### config.mk
export PLATFORM = sky130hd
export DESIGN_NAME = hwpf_dcache_arbiter_flat
export DESIGN_NICKNAME = d
export VERILOG_FILES = /design/src/rtl/hwpf_dcache_arbiter_if.sv /design/src/rtl/hwpf_dcache_arbiter.sv /design/src/flat_wrapper.sv
export SDC_FILE = /design/constraint.sdc
export NUM_CORES = 1
export LEC_CHECK = 0
export BUFFER_PORTS_ARGS = -buffer_cell sky130_fd_sc_hd__buf_2
export CAP_MARGIN = 20
export CORE_MARGIN = 3
export CORE_UTILIZATION = 51
export CTS_BUF_LIST = sky130_fd_sc_hd__clkbuf_8 sky130_fd_sc_hd__clkbuf_16
export CTS_CLUSTER_SIZE = 16
export DETAILED_ROUTE_END_ITERATION = 10
export HOLD_SLACK_MARGIN = 0.03
export PLACE_DENSITY = 0.81
export SLEW_MARGIN = 30
export SYNTH_ARGS = -nofsm -noshare
export SYNTH_HDL_FRONTEND = slang
export SYNTH_SLANG_ARGS = --single-unit
export TNS_END_PERCENT = 10
### constraint.sdc
create_clock -name clk_i -period 9.25 [get_ports clk_i]
set_input_delay 0.925 -clock clk_i [delete_from_list [all_inputs] [get_ports clk_i]]
set_output_delay 0.925 -clock clk_i [all_outputs]
set_load 0.005 [all_outputs]
### src/rtl/hwpf_dcache_arbiter_if.sv
// Bus bundle between the prefetch-queue consumer, the CPU demand port and the dcache port.
// The arbiter takes the master view; the surrounding environment takes the slave view.
interface hwpf_dcache_arbiter_if #(
   parameter int ADDR_W       = 40,
   parameter int MAX_INFLIGHT = 4
);
   localparam int CNT_W = $clog2(MAX_INFLIGHT + 1);

   logic              flush_i;
   logic              cpu_req_valid_i;
   logic [ADDR_W-1:0] cpu_req_addr_i;
   logic [6:0]        cpu_req_tid_i;
   logic              cpu_req_ready_o;
   logic              pf_read_o;
   logic              pf_req_valid_i;
   logic [ADDR_W-1:0] pf_req_addr_i;
   logic              dc_req_valid_o;
   logic              dc_req_ready_i;
   logic [ADDR_W-1:0] dc_req_addr_o;
   logic [6:0]        dc_req_tid_o;
   logic              dc_req_is_pf_o;
   logic              dc_rsp_valid_i;
   logic [6:0]        dc_rsp_tid_i;
   logic              pf_drop_o;
   logic [CNT_W-1:0]  pf_inflight_o;

   modport master (
      input  flush_i, cpu_req_valid_i, cpu_req_addr_i, cpu_req_tid_i,
      input  pf_req_valid_i, pf_req_addr_i, dc_req_ready_i, dc_rsp_valid_i, dc_rsp_tid_i,
      output cpu_req_ready_o, pf_read_o, dc_req_valid_o, dc_req_addr_o, dc_req_tid_o,
      output dc_req_is_pf_o, pf_drop_o, pf_inflight_o
   );

   modport slave (
      output flush_i, cpu_req_valid_i, cpu_req_addr_i, cpu_req_tid_i,
      output pf_req_valid_i, pf_req_addr_i, dc_req_ready_i, dc_rsp_valid_i, dc_rsp_tid_i,
      input  cpu_req_ready_o, pf_read_o, dc_req_valid_o, dc_req_addr_o, dc_req_tid_o,
      input  dc_req_is_pf_o, pf_drop_o, pf_inflight_o
   );
endinterface

### src/rtl/hwpf_dcache_arbiter.sv
// Pops prefetches from the prefetch queue and merges them behind CPU demand requests onto
// a single registered dcache request port; each issued prefetch owns a TID slot until its response.
module hwpf_dcache_arbiter #(
   parameter int         ADDR_W       = 40,
   parameter int         LANE_SIZE    = 64,
   parameter int         MAX_INFLIGHT = 4,
   parameter logic [6:0] PF_TID_BASE  = 7'h7C,
   parameter int         STARVE_LIMIT = 16
) (
   input logic                   clk_i,
   input logic                   rst_i,
   hwpf_dcache_arbiter_if.master bus
);
   localparam int OFF_W  = $clog2(LANE_SIZE);
   localparam int CNT_W  = $clog2(MAX_INFLIGHT + 1);
   localparam int SLOT_W = (MAX_INFLIGHT > 1) ? $clog2(MAX_INFLIGHT) : 1;
   localparam int ST_W   = $clog2(STARVE_LIMIT + 1);

   typedef enum logic [1:0] {S_IDLE, S_WAIT, S_HELD} state_e;

   state_e              state_q, state_d;
   logic [ADDR_W-1:0]   held_addr_q, held_addr_d;
   logic [ST_W-1:0]     starve_q, starve_d;
   logic [MAX_INFLIGHT-1:0] mask_q, mask_d;
   logic                dc_valid_q, dc_valid_d;
   logic [ADDR_W-1:0]   dc_addr_q, dc_addr_d;
   logic [6:0]          dc_tid_q, dc_tid_d;
   logic                dc_is_pf_q, dc_is_pf_d;

   logic                free;
   logic                same_line;
   logic                slot_avail;
   logic                pf_read;
   logic                pf_drop;
   logic                pf_issue;
   logic [ST_W-1:0]     starve_inc;
   logic [CNT_W-1:0]    busy_cnt;
   logic [SLOT_W-1:0]   free_slot;
   logic [MAX_INFLIGHT-1:0] slot_onehot;
   logic [MAX_INFLIGHT-1:0] rsp_clr;

   // The output register can take a new request when empty or being drained this cycle.
   assign free       = !dc_valid_q || bus.dc_req_ready_i;
   assign same_line  = bus.cpu_req_addr_i[ADDR_W-1:OFF_W] == held_addr_q[ADDR_W-1:OFF_W];
   assign slot_avail = busy_cnt < CNT_W'(MAX_INFLIGHT);
   assign starve_inc = starve_q + ST_W'(1);

   generate
      for (genvar gi = 0; gi < MAX_INFLIGHT; gi++) begin : g_slot
         assign rsp_clr[gi] = bus.dc_rsp_valid_i && (bus.dc_rsp_tid_i == 7'(PF_TID_BASE + gi));
      end
   endgenerate

   always_comb begin
      busy_cnt = '0;
      for (int i = 0; i < MAX_INFLIGHT; i++) busy_cnt = busy_cnt + CNT_W'(mask_q[i]);
   end

   always_comb begin
      free_slot = '0;
      for (int i = MAX_INFLIGHT - 1; i >= 0; i--) begin
         if (!mask_q[i]) free_slot = SLOT_W'(i);
      end
   end

   assign slot_onehot = MAX_INFLIGHT'(1) << free_slot;

   always_comb begin
      state_d     = state_q;
      held_addr_d = held_addr_q;
      starve_d    = '0;
      pf_read     = 1'b0;
      pf_drop     = 1'b0;
      pf_issue    = 1'b0;
      case (state_q)
         S_IDLE: begin
            pf_read = !bus.flush_i && slot_avail;
            if (pf_read) state_d = S_WAIT;
         end
         S_WAIT: begin
            if (bus.flush_i) begin
               state_d = S_IDLE;
            end else if (bus.pf_req_valid_i) begin
               held_addr_d = bus.pf_req_addr_i;
               state_d     = S_HELD;
            end else begin
               state_d = S_IDLE;
            end
         end
         S_HELD: begin
            if (bus.flush_i) begin
               state_d = S_IDLE;
            end else if (bus.cpu_req_valid_i && same_line) begin
               pf_drop = 1'b1;
               state_d = S_IDLE;
            end else if (free && !bus.cpu_req_valid_i) begin
               pf_issue = 1'b1;
               state_d  = S_IDLE;
            end else if (starve_inc == ST_W'(STARVE_LIMIT)) begin
               pf_drop = 1'b1;
               state_d = S_IDLE;
            end else begin
               starve_d = starve_inc;
            end
         end
         default: state_d = S_IDLE;
      endcase
   end

   // Demand always wins the output register; a prefetch only issues when no demand is present.
   always_comb begin
      dc_valid_d = dc_valid_q;
      dc_addr_d  = dc_addr_q;
      dc_tid_d   = dc_tid_q;
      dc_is_pf_d = dc_is_pf_q;
      if (bus.cpu_req_valid_i && free) begin
         dc_valid_d = 1'b1;
         dc_addr_d  = bus.cpu_req_addr_i;
         dc_tid_d   = bus.cpu_req_tid_i;
         dc_is_pf_d = 1'b0;
      end else if (pf_issue) begin
         dc_valid_d = 1'b1;
         dc_addr_d  = held_addr_q;
         dc_tid_d   = PF_TID_BASE + 7'(free_slot);
         dc_is_pf_d = 1'b1;
      end else if (free) begin
         dc_valid_d = 1'b0;
      end
      mask_d = (mask_q & ~rsp_clr) | (pf_issue ? slot_onehot : '0);
   end

   always_ff @(posedge clk_i or posedge rst_i) begin
      if (rst_i) begin
         state_q     <= S_IDLE;
         held_addr_q <= '0;
         starve_q    <= '0;
         mask_q      <= '0;
         dc_valid_q  <= 1'b0;
         dc_addr_q   <= '0;
         dc_tid_q    <= '0;
         dc_is_pf_q  <= 1'b0;
      end else begin
         state_q     <= state_d;
         held_addr_q <= held_addr_d;
         starve_q    <= starve_d;
         mask_q      <= mask_d;
         dc_valid_q  <= dc_valid_d;
         dc_addr_q   <= dc_addr_d;
         dc_tid_q    <= dc_tid_d;
         dc_is_pf_q  <= dc_is_pf_d;
      end
   end

   // Combinational outputs are forced low while reset is held so every output reads 0.
   assign bus.cpu_req_ready_o = free && !rst_i;
   assign bus.pf_read_o       = pf_read && !rst_i;
   assign bus.pf_drop_o       = pf_drop;
   assign bus.dc_req_valid_o  = dc_valid_q;
   assign bus.dc_req_addr_o   = dc_addr_q;
   assign bus.dc_req_tid_o    = dc_tid_q;
   assign bus.dc_req_is_pf_o  = dc_is_pf_q;
   assign bus.pf_inflight_o   = busy_cnt;
endmodule

### src/flat_wrapper.sv
// flat-port wrapper written by rule: the top's interface ports become plain ports
module hwpf_dcache_arbiter_flat 
#(
   parameter int         ADDR_W       = 40,
   parameter int         LANE_SIZE    = 64,
   parameter int         MAX_INFLIGHT = 4,
   parameter logic [6:0] PF_TID_BASE  = 7'h7C,
   parameter int         STARVE_LIMIT = 16
)
  (clk_i, rst_i, bus_flush_i, bus_cpu_req_valid_i, bus_cpu_req_addr_i, bus_cpu_req_tid_i, bus_pf_req_valid_i, bus_pf_req_addr_i, bus_dc_req_ready_i, bus_dc_rsp_valid_i, bus_dc_rsp_tid_i, bus_cpu_req_ready_o, bus_pf_read_o, bus_dc_req_valid_o, bus_dc_req_addr_o, bus_dc_req_tid_o, bus_dc_req_is_pf_o, bus_pf_drop_o, bus_pf_inflight_o);
  hwpf_dcache_arbiter_if #(.ADDR_W(ADDR_W), .MAX_INFLIGHT(MAX_INFLIGHT)) bus_i ();
  input logic clk_i;
  input logic rst_i;
  input wire logic [$bits(bus_i.flush_i)-1:0] bus_flush_i;
  input wire logic [$bits(bus_i.cpu_req_valid_i)-1:0] bus_cpu_req_valid_i;
  input wire logic [$bits(bus_i.cpu_req_addr_i)-1:0] bus_cpu_req_addr_i;
  input wire logic [$bits(bus_i.cpu_req_tid_i)-1:0] bus_cpu_req_tid_i;
  input wire logic [$bits(bus_i.pf_req_valid_i)-1:0] bus_pf_req_valid_i;
  input wire logic [$bits(bus_i.pf_req_addr_i)-1:0] bus_pf_req_addr_i;
  input wire logic [$bits(bus_i.dc_req_ready_i)-1:0] bus_dc_req_ready_i;
  input wire logic [$bits(bus_i.dc_rsp_valid_i)-1:0] bus_dc_rsp_valid_i;
  input wire logic [$bits(bus_i.dc_rsp_tid_i)-1:0] bus_dc_rsp_tid_i;
  output wire logic [$bits(bus_i.cpu_req_ready_o)-1:0] bus_cpu_req_ready_o;
  output wire logic [$bits(bus_i.pf_read_o)-1:0] bus_pf_read_o;
  output wire logic [$bits(bus_i.dc_req_valid_o)-1:0] bus_dc_req_valid_o;
  output wire logic [$bits(bus_i.dc_req_addr_o)-1:0] bus_dc_req_addr_o;
  output wire logic [$bits(bus_i.dc_req_tid_o)-1:0] bus_dc_req_tid_o;
  output wire logic [$bits(bus_i.dc_req_is_pf_o)-1:0] bus_dc_req_is_pf_o;
  output wire logic [$bits(bus_i.pf_drop_o)-1:0] bus_pf_drop_o;
  output wire logic [$bits(bus_i.pf_inflight_o)-1:0] bus_pf_inflight_o;
  assign bus_i.flush_i = bus_flush_i;
  assign bus_i.cpu_req_valid_i = bus_cpu_req_valid_i;
  assign bus_i.cpu_req_addr_i = bus_cpu_req_addr_i;
  assign bus_i.cpu_req_tid_i = bus_cpu_req_tid_i;
  assign bus_i.pf_req_valid_i = bus_pf_req_valid_i;
  assign bus_i.pf_req_addr_i = bus_pf_req_addr_i;
  assign bus_i.dc_req_ready_i = bus_dc_req_ready_i;
  assign bus_i.dc_rsp_valid_i = bus_dc_rsp_valid_i;
  assign bus_i.dc_rsp_tid_i = bus_dc_rsp_tid_i;
  assign bus_cpu_req_ready_o = bus_i.cpu_req_ready_o;
  assign bus_pf_read_o = bus_i.pf_read_o;
  assign bus_dc_req_valid_o = bus_i.dc_req_valid_o;
  assign bus_dc_req_addr_o = bus_i.dc_req_addr_o;
  assign bus_dc_req_tid_o = bus_i.dc_req_tid_o;
  assign bus_dc_req_is_pf_o = bus_i.dc_req_is_pf_o;
  assign bus_pf_drop_o = bus_i.pf_drop_o;
  assign bus_pf_inflight_o = bus_i.pf_inflight_o;
  hwpf_dcache_arbiter #(.ADDR_W(ADDR_W), .LANE_SIZE(LANE_SIZE), .MAX_INFLIGHT(MAX_INFLIGHT), .PF_TID_BASE(PF_TID_BASE), .STARVE_LIMIT(STARVE_LIMIT)) u_core (.clk_i(clk_i), .rst_i(rst_i), .bus(bus_i));
endmodule
# After elaboration in Yosys (flattened, before gate mapping)

Index checks and enable logic that the tools add are counted.

Bits in registers: 100
Latch bits: 0
Memory bits (writable): 0
Bits in read-only memories: 0
Input port bits: 101
Word-level logic and storage cells: 86
Memories kept: 0

Add/subtract/negate cells: 5
Multiply operators: 0
Div/mod/pow operators: 0
Order comparisons: 1
Equality and inequality tests: 10
Shift-type cells: 1
Muxes and demuxes: 37
Bitwise logic cells: 4
Reductions and logical operators: 20

Operators with widths:

| operator                                                                | count |
|---|---|
| 40-bit two-way mux                                                      | 2 |
| 34-bit equality test                                                    | 1 |
| 7-bit equality test, second input constant                              | 4 |
| 5-bit two-way mux                                                       | 5 |
| 2-bit two-way mux                                                       | 11 |
| 1-bit two-way mux                                                       | 15 |
| 7-bit two-way mux                                                       | 2 |
| 1-bit logical AND                                                       | 10 |
| 3-bit by 1-bit adder with 3-bit output                                  | 2 |
| 2-bit one-hot mux with 3 select lines                                   | 1 |
| 5-bit by 1-bit adder with 5-bit output, second input constant           | 1 |
| 5-bit equality test, second input constant                              | 1 |
| 5-bit by 2-bit inequality test with 1-bit output, second input constant | 1 |
| 3-bit by 3-bit adder with 4-bit output, first input constant            | 1 |
| 4-bit bitwise AND                                                       | 1 |
| 1-bit logical NOT                                                       | 4 |
| 4-bit two-way mux                                                       | 1 |
| 4-bit NOT                                                               | 1 |
| 4-bit OR                                                                | 1 |
| 1-bit by 2-bit << shifter with 4-bit output, first input constant       | 1 |
| 3-bit less-than comparator, second input constant                       | 1 |
| 3-bit AND reduction                                                     | 1 |
| 3-bit nonzero test                                                      | 1 |
| 1-bit by 1-bit adder with 2-bit output                                  | 1 |
| 8 further kinds                                                         | 8 |

# Longest topological paths before layout

Gate-level depths: netlist (run 1).

Depth after elaboration: 9
Mapped depth: 7
Gate-level depth less buffers: 5

# Worst setup path after synthesis (run 1)

OpenSTA, ideal clock, no wires.

Path type: input to output
From: input port rst_i
To: output port bus_pf_read_o
Data arrival time: 3343 ps
Required time: 8325 ps
Slack: 4982 ps
Cell stages on the path: 2
Path buffers: 0
Cells stage by stage: inv_1 and2_1

Longest elaborated chain between the ends: 2

Ends and longest elaborated chain:

| element                            | line                       | text |
|---|---|---|
| from (decl)                        | flat_wrapper.sv:13         | `input logic rst_i;` |
| 1-bit logical NOT (no source line) | n/a                        |  |
| 1-bit logical AND                  | hwpf_dcache_arbiter.sv:156 | `assign bus.pf_read_o = pf_read && !rst_i;` |
| to (decl)                          | flat_wrapper.sv:24         | `output wire logic [$bits(bus_i.pf_read_o)-1:0] bus_pf_read_o;` |

Every way passes these cells.

# Final worst setup path (run 1)

From: input port bus_cpu_req_addr_i[38]
To: output port bus_pf_drop_o

Longest elaborated chain between the ends: 5

Ends and longest elaborated chain:

| element              | line                      | text |
|---|---|---|
| from (decl)          | flat_wrapper.sv:16        | `input wire logic [$bits(bus_i.cpu_req_addr_i)-1:0] bus_cpu_req_addr_i;` |
| 34-bit equality test | hwpf_dcache_arbiter.sv:44 | `assign same_line = bus.cpu_req_addr_i[ADDR_W-1:OFF_W] == held_addr_q[ADDR_W-1:OFF_W];` |
| 1-bit logical AND    | hwpf_dcache_arbiter.sv:93 | `end else if (bus.cpu_req_valid_i && same_line) begin` |
| 1-bit two-way mux    | hwpf_dcache_arbiter.sv:93 |  |
| 1-bit two-way mux    | hwpf_dcache_arbiter.sv:91 | `if (bus.flush_i) begin` |
| 1-bit two-way mux    | hwpf_dcache_arbiter.sv:75 | `case (state_q)` |
| to (decl)            | flat_wrapper.sv:29        | `output wire logic [$bits(bus_i.pf_drop_o)-1:0] bus_pf_drop_o;` |

Every way passes these cells.

==> metrics.log, run 1 <==
INFO  metric post_route_cells_drive_above_1_share = 36.3%
INFO  metric yosys_warnings = 0
INFO  metric reg_to_reg_critical_path_startpoint = u_core.state_q[0]$_DFFE_PP0P_
INFO  metric cts.clk_slew.worst_paths = 100 ps
INFO  metric min_period = 3730 ps
INFO  metric cts_tree = done
INFO  metric initial_core_util = 53.3%
INFO  metric netlist_instances = 458
INFO  metric worst_path_largest_cell_delay = 610 ps
INFO  metric grt_max_degree = 59
INFO  metric min_period_over_period = 40.3%
INFO  metric setup_slack_reg_to_reg = 6720 ps
INFO  metric cts.repair_timing.setup_buffer_count = 0
INFO  metric fin_hold_ws = 480 ps
INFO  metric multi_input_area = 2040 sq um
INFO  metric critPathRequiredTime = 8330 ps
INFO  metric postRouteWirelength = 12.0 mm
INFO  metric clk_latency = 350 ps
INFO  metric detail_route.iter0.violations = 207
INFO  metric cts_max_level = 3
INFO  metric dieArea = 10400 sq um
INFO  metric timing.rr.end = u_core.mask_q[3]$_DFF_PP0_
INFO  metric total_clock_buffers_created_by_cts = 9
INFO  metric p_leak = 0.00275 uW
INFO  metric synth_nets = 563
INFO  metric crit_path_start_kind = input port
INFO  metric finalHoldViolations = 0
INFO  metric detail_route.drc_violations = 0
INFO  metric r2r_cells = 6
INFO  metric register_area = 2500 sq um
INFO  metric critical_path_cell_list = buf_2, xor2_1, nor4_1, nand4_1, nor4_1, o21ba_2, buf_2
INFO  metric timing.clock.skew = 13.2 ps
INFO  metric tightest_slew = 872 ps
INFO  metric synth.yosys.seq_area_share = 53.4%
INFO  metric status = finished clean
INFO  metric rsz0062_at_grt = false
INFO  metric timing.setup.critical_path_class = in2out
INFO  metric first_global_vias = 3974
INFO  metric fmaxAchievable = 0.268 GHz
INFO  metric critical_path.slowest_cell = nor4_1
INFO  metric place.port_buffers = 155
INFO  metric critical_path_origin = bus_cpu_req_addr_i[38]
INFO  metric power_total = 1130 uW
INFO  metric cts_buffer_depth = 2
INFO  metric rows = 34
INFO  metric setup.worst_path.end_class = primary output
INFO  metric timing.critical_path.arrival = 2800 ps
INFO  metric clk_sink_count = 100
INFO  metric hpwlAfterDp = 8.61 mm
INFO  metric width_of_the_die = 102 um
INFO  metric synthesis.area_per_instance = 10.2 sq um
INFO  metric routed_wire_length_per_instance = 16.7 um
INFO  metric capturing_element_of_the_worst_setup_path = bus_pf_drop_o
INFO  metric fillers = 717
INFO  metric setup_total_negative_slack = 0 ps
INFO  metric dieHeight = 102 um
INFO  metric net_count_final = 709
INFO  metric dp_worst_setup_slack = 5550 ps
INFO  metric layout_setup_ws = 5520 ps
INFO  metric cts_resized = 0
INFO  metric mappedNetlistArea = 4690 sq um
INFO  metric yosysUniqueCellTypes = 37
INFO  metric clk_root_buffer_cell = clkbuf_8
INFO  metric globalplace.congestion = 0.827
INFO  metric layout.cells.most_common = buf_2
INFO  metric mostFrequentLayoutCells = buf_2 (155), dfrtp_1 (100), nand2_1 (92), nor2_1 (55), mux2_2 (40)
INFO  metric io-pin-count = 156
INFO  metric setup_violations = 0
INFO  metric hp-class = reg2reg
INFO  metric antenna_found_initial = 1
INFO  metric crit_path_max_fanout = 2
INFO  metric drt_pass1_iterations = 4
INFO  metric vdd_drop_max = 0.114 mV
INFO  metric ys_seq_elements = 100
INFO  metric coreArea = 8810 sq um
INFO  metric max-cap-violations = 0
INFO  metric avgViaCountPerCell = 5.44
INFO  metric antenna_violating_nets_post_route = 0
INFO  metric area_growth_syn_to_layout = 21.8%
INFO  metric final_max_tran_viols = 0
INFO  metric via_count = 3905
INFO  metric gr-total-overflow = 0
INFO  metric max-slew-margin-rel = 41.3%
INFO  metric overall_global_routing_usage = 23.3%
INFO  metric grt_pass1_wl = 18.9 mm
INFO  metric postCtsHoldBufs = 0
INFO  metric p_per_area = 198 nW/um^2
power by group:
| group | internal [uW] | switching (uW) |
|---|---|---|
| logic | 130 | 128 |
| registers | 522 | 64.6 |
| clock network | 130 | 158 |
| total | 782 | 351 |
flip-flops by register name, indices dropped and copies added, names as in the netlist:
| signal | cells |
|---|---|
| u_core.bus.dc_req_addr_o | 40 |
| u_core.held_addr_q | 40 |
| u_core.bus.dc_req_tid_o | 7 |
| u_core.starve_q | 5 |
| u_core.mask_q | 4 |
| u_core.state_q | 2 |
| u_core.bus.dc_req_is_pf_o | 1 |
| u_core.bus.dc_req_valid_o | 1 |
worst min-delay path by stage:
| stage | from | end | cells after the start |
|---|---|---|---|
| after detailed placement | u_core.bus.dc_req_is_pf_o$_DFFE_PP0P_ | u_core.bus.dc_req_is_pf_o$_DFFE_PP0P_ | 2 |
| final | u_core.state_q[0]$_DFFE_PP0P_ | u_core.state_q[0]$_DFFE_PP0P_ | 1 |
| after global placement | u_core.state_q[0]$_DFFE_PP0P_ | u_core.state_q[0]$_DFFE_PP0P_ | 1 |
| after floorplan | u_core.state_q[1]$_DFFE_PP0P_ | u_core.state_q[0]$_DFFE_PP0P_ | 1 |
| after CTS | u_core.state_q[0]$_DFFE_PP0P_ | u_core.state_q[0]$_DFFE_PP0P_ | 1 |
| after global routing | u_core.state_q[0]$_DFFE_PP0P_ | u_core.state_q[0]$_DFFE_PP0P_ | 1 |
through the flow:
stage / instance area, sq um / util, % / instances
global route: 5710 / 64.8 / 718
CTS: 5710 / 64.8 / 717
detailed placement: 5510 / 62.5 / 701
floorplan: 4690 / - / 458
global placement: 5510 / 62.5 / 701
finish: 5710 / 64.8 / 718
critical path, delay by kind of cell:
| kind | cells | cell delay (ps) |
|---|---|---|
| simple gates | 3 | 1280 |
| buf+inv | 2 | 220 |
| compound gates | 1 | 210 |
| xor+xnor | 1 | 150 |
synth_stat cells (all sizes together):
cell	instances	area (sq um)
nor4b	1	8.76
dfrtp	100	2500
fa	1	20.0
nor4	17	106
nor2b	2	12.5
and3	2	12.5
a32oi	2	17.5
nand2	93	349
mux2	40	450
o21bai	2	15.0
a41oi	1	8.76
or3	2	17.5
o21ba	1	10.0
buf	12	96.3
inv	4	15.0
xnor2	2	17.5
nand2b	1	6.26
and4	1	8.76
a221o	1	10.0
xor2	34	298
a31oi	37	231
ha	3	37.5
a2bb2oi	1	8.76
or3b	1	8.76
and2	2	12.5
a21oi	3	15.0
nor2	55	206
nand4	2	12.5
o21ai	5	25.0
nor3	5	30.0
clkbuf	12	45.0
nand3	6	30.0
o22ai	7	43.8
kinds of logic after synthesis:
logic type	count (synthesis)	synth area share [%]
fa+ha+maj	4	1.23
compound gates	60	8.22
xor+xnor	36	6.72
mux	40	9.61
flops	100	53.4
simple gates	190	17.5
buf+inv	28	3.33
routing by layer:
layer  up-vias  global-route usage, %  part of all wire, %
li1       1874                      -                    -
met1      1880                   30.5                   42
met2       135                   38.4                   50
met3        16                   5.60                  6.7
met4         0                   7.97                  1.7
met5         -                      0                    0
layout make-up:
class	instances	area share [%]
well taps	108	2.37
repair buffers	159	14.1
clock inverters	7	1.38
flip-flops and latches	100	43.8
multi-input cells	330	35.8
inverters	4	0.307
diodes	1	0.0438
clock buffers	9	2.17
Note: power is estimated with default switching activity, not from simulation.
==> inputs of run 2 (changes only) <==
==> constraint.sdc (replaced) <==
create_clock -name clk_i -period 3.9 [get_ports clk_i]
set_input_delay 0.39 -clock clk_i [delete_from_list [all_inputs] [get_ports clk_i]]
set_output_delay 0.39 -clock clk_i [all_outputs]
set_load 0.005 [all_outputs]
==> run 2 against run 1 <==
  * Worst hold slack worse by 410 ps
  * Largest power group unchanged
  * Critical path type is now reg2out
  * Global-route usage up 0.33 points
  * Flip-flop and latch count unchanged
  * Via count up 2.1%
==> metrics.log, run 2 (synthesized netlist as in run 1, its figures left out) <==
INFO  metric status = finished clean (unchanged)
INFO  metric p_per_area = 462 nW/um^2 (was 198 nW/um^2)
INFO  metric crit_path_max_fanout = 3 (was 2)
INFO  metric multi_input_area = 2040 sq um (unchanged)
INFO  metric detail_route.iter0.violations = 277 (was 207)
INFO  metric max-cap-violations = 0 (unchanged)
INFO  metric setup.worst_path.end_class = primary output (unchanged)
INFO  metric avgViaCountPerCell = 5.54 (was 5.44)
INFO  metric drt_pass1_iterations = 4 (unchanged)
INFO  metric rows = 34 (unchanged)
INFO  metric worst_path_most_repeated_cell = nor4_1
INFO  metric p_leak = 0.00273 uW (was 0.00275 uW)
INFO  metric timing.setup.critical_path_class = reg2out (was in2out)
INFO  metric mostFrequentLayoutCells = buf_2 (155), dfrtp_1 (100), nand2_1 (92), nor2_1 (55), mux2_2 (40) (unchanged)
INFO  metric finalHoldViolations = 0 (unchanged)
INFO  metric worst-path-buf-inv = 1 (was 2)
INFO  metric cts.repair_timing.setup_buffer_count = 0 (unchanged)
INFO  metric max-slew-margin-rel = 40.3% (was 41.3%)
INFO  metric timing.critical_path.arrival = 2610 ps (was 2800 ps)
INFO  metric clk_sink_count = 100 (unchanged)
INFO  metric layout.cells.most_common = buf_2 (unchanged)
INFO  metric initial_core_util = 53.3% (unchanged)
INFO  metric tightest_slew = 887 ps (was 872 ps)
INFO  metric total_clock_buffers_created_by_cts = 9 (unchanged)
INFO  metric cts_tree = done (unchanged)
INFO  metric antenna_found_initial = 1 (unchanged)
INFO  metric post_route_cells_drive_above_1_share = 36.4% (was 36.3%)
INFO  metric cts.clk_slew.worst_paths = 100 ps (about the same)
INFO  metric cts_max_level = 3 (unchanged)
INFO  metric width_of_the_die = 102 um (unchanged)
INFO  metric gr-total-overflow = 0 (unchanged)
INFO  metric worst_path_largest_cell_delay = 650 ps (was 610 ps)
INFO  metric rsz0062_at_grt = false (unchanged)
INFO  metric place.port_buffers = 155 (unchanged)
INFO  metric globalplace.congestion = 0.847 (was 0.827)
INFO  metric coreArea = 8810 sq um (unchanged)
INFO  metric detail_route.drc_violations = 0 (unchanged)
INFO  metric setup_total_negative_slack = 0 ps (unchanged)
INFO  metric critPathRequiredTime = 3510 ps (was 8330 ps)
INFO  metric clk_latency = 370 ps (was 350 ps)
INFO  metric final_util = 64.7% (was 64.8%)
INFO  metric final_max_tran_viols = 0 (unchanged)
INFO  metric min_period_over_period = 76.8%
INFO  metric postCtsHoldBufs = 0 (unchanged)
INFO  metric crit_path_start_kind = register (was input port)
INFO  metric hpwlAfterDp = 8.88 mm (was 8.61 mm)
INFO  metric overall_global_routing_usage = 23.6% (was 23.3%)
INFO  metric routed_wire_length_per_instance = 16.9 um (was 16.7 um)
INFO  metric cts_resized = 0 (unchanged)
INFO  metric setup_violations = 0 (unchanged)
INFO  metric critical_path_cell_list = xor2_1, nor4_1, nand4_1, nor4_1, o21ba_2, buf_2 (was buf_2, xor2_1, nor4_1, nand4_1, nor4_1, o21ba_2, buf_2)
INFO  metric cpLargestDelayFamily = simple AND/OR/NAND/NOR gates (unchanged)
INFO  metric timing.clock.skew = 10.2 ps (was 13.2 ps)
INFO  metric cts_buffer_depth = 2 (unchanged)
INFO  metric antenna_violating_nets_post_route = 0 (unchanged)
INFO  metric dieArea = 10400 sq um (unchanged)
INFO  metric dieHeight = 102 um (unchanged)
INFO  metric vdd_drop_max = 0.313 mV (was 0.114 mV)
INFO  metric first_global_vias = 4039 (was 3974)
INFO  metric critical_path.slowest_cell = nor4_1 (unchanged)
INFO  metric net_count_final = 710 (was 709)
INFO  metric area_growth_syn_to_layout = 21.5% (was 21.8%)
INFO  metric postRouteWirelength = 12.2 mm (was 12.0 mm)
INFO  metric grt_max_degree = 59 (unchanged)
INFO  metric fmaxAchievable = 0.334 GHz
INFO  metric grt_pass1_wl = 19.2 mm (was 18.9 mm)
INFO  metric min_period = 3000 ps
INFO  metric io-pin-count = 156 (unchanged)
INFO  metric register_area = 2500 sq um (unchanged)
INFO  metric fillers = 724 (was 717)
INFO  metric hp-class = in2async (was reg2reg)
INFO  metric via_count = 3986 (was 3905)
INFO  metric clk_root_buffer_cell = clkbuf_8 (unchanged)
-- run 2: layout make-up --
class                           count  area share, %
Timing Repair Buffer              160           14.3
Inverter                            4          0.307
Clock inverter                      7           1.03
Sequential cell                   100           43.9
Multi-Input combinational cell    330           35.9
Tap cell                          108           2.37
Antenna cell                        1         0.0439
Clock buffer                        9           2.17
-- run 2: layer usage --
layer	vias to the layer above	share of wire [%]	GRT usage, %
li1	1885	-	-
met1	1933	40	29.5
met2	144	50	39.9
met3	24	7.4	6.89
met4	0	2.3	7.57
met5	-	0	0
-- run 2: final timing paths --
check | startpoint | end | slack (ps) | cells after the start
worst max-delay path | u_core.held_addr_q[38]$_DFFE_PP0P_ | bus_pf_drop_o | 900 | 6
worst min-delay path | rst_i | u_core.state_q[0]$_DFFE_PP0P_ | 70 | 2
worst max register to register | u_core.held_addr_q[38]$_DFFE_PP0P_ | u_core.starve_q[2]$_DFF_PP0_ | 1430 | 5
worst min register to register | u_core.bus.dc_req_tid_o[0]$_DFFE_PP0P_ | u_core.bus.dc_req_tid_o[0]$_DFFE_PP0P_ | 490 | 2
max in group asynchronous | rst_i | u_core.bus.dc_req_addr_o[29]$_DFFE_PP0P_ | 2690 | 3
min in group clk_i | bus_cpu_req_tid_i[6] | u_core.bus.dc_req_tid_o[6]$_DFFE_PP0P_ | 210 | 3
-- run 2: stage by stage --
step	instances	total power, uW	setup WS (ps)	cell area (sq um)	hold WS [ps]
5_1_grt	719	2780	808	5700	111
3_5_place_dp	702	2030	1240	5510	474
2_1_floorplan	458	1750	702	4690	431
3_3_place_gp	702	1990	1260	5510	456
6_report	719	2630	904	5700	71.0
4_1_cts	718	2650	874	5700	86.7
-- run 2: report_power, final --
group | internal (uW) | leakage (uW) | switching [uW] | total [uW]
Combinational | 309 | 0.00147 | 302 | 611
Clock | 241 | 0.0000804 | 384 | 624
Sequential | 1240 | 0.00117 | 160 | 1400
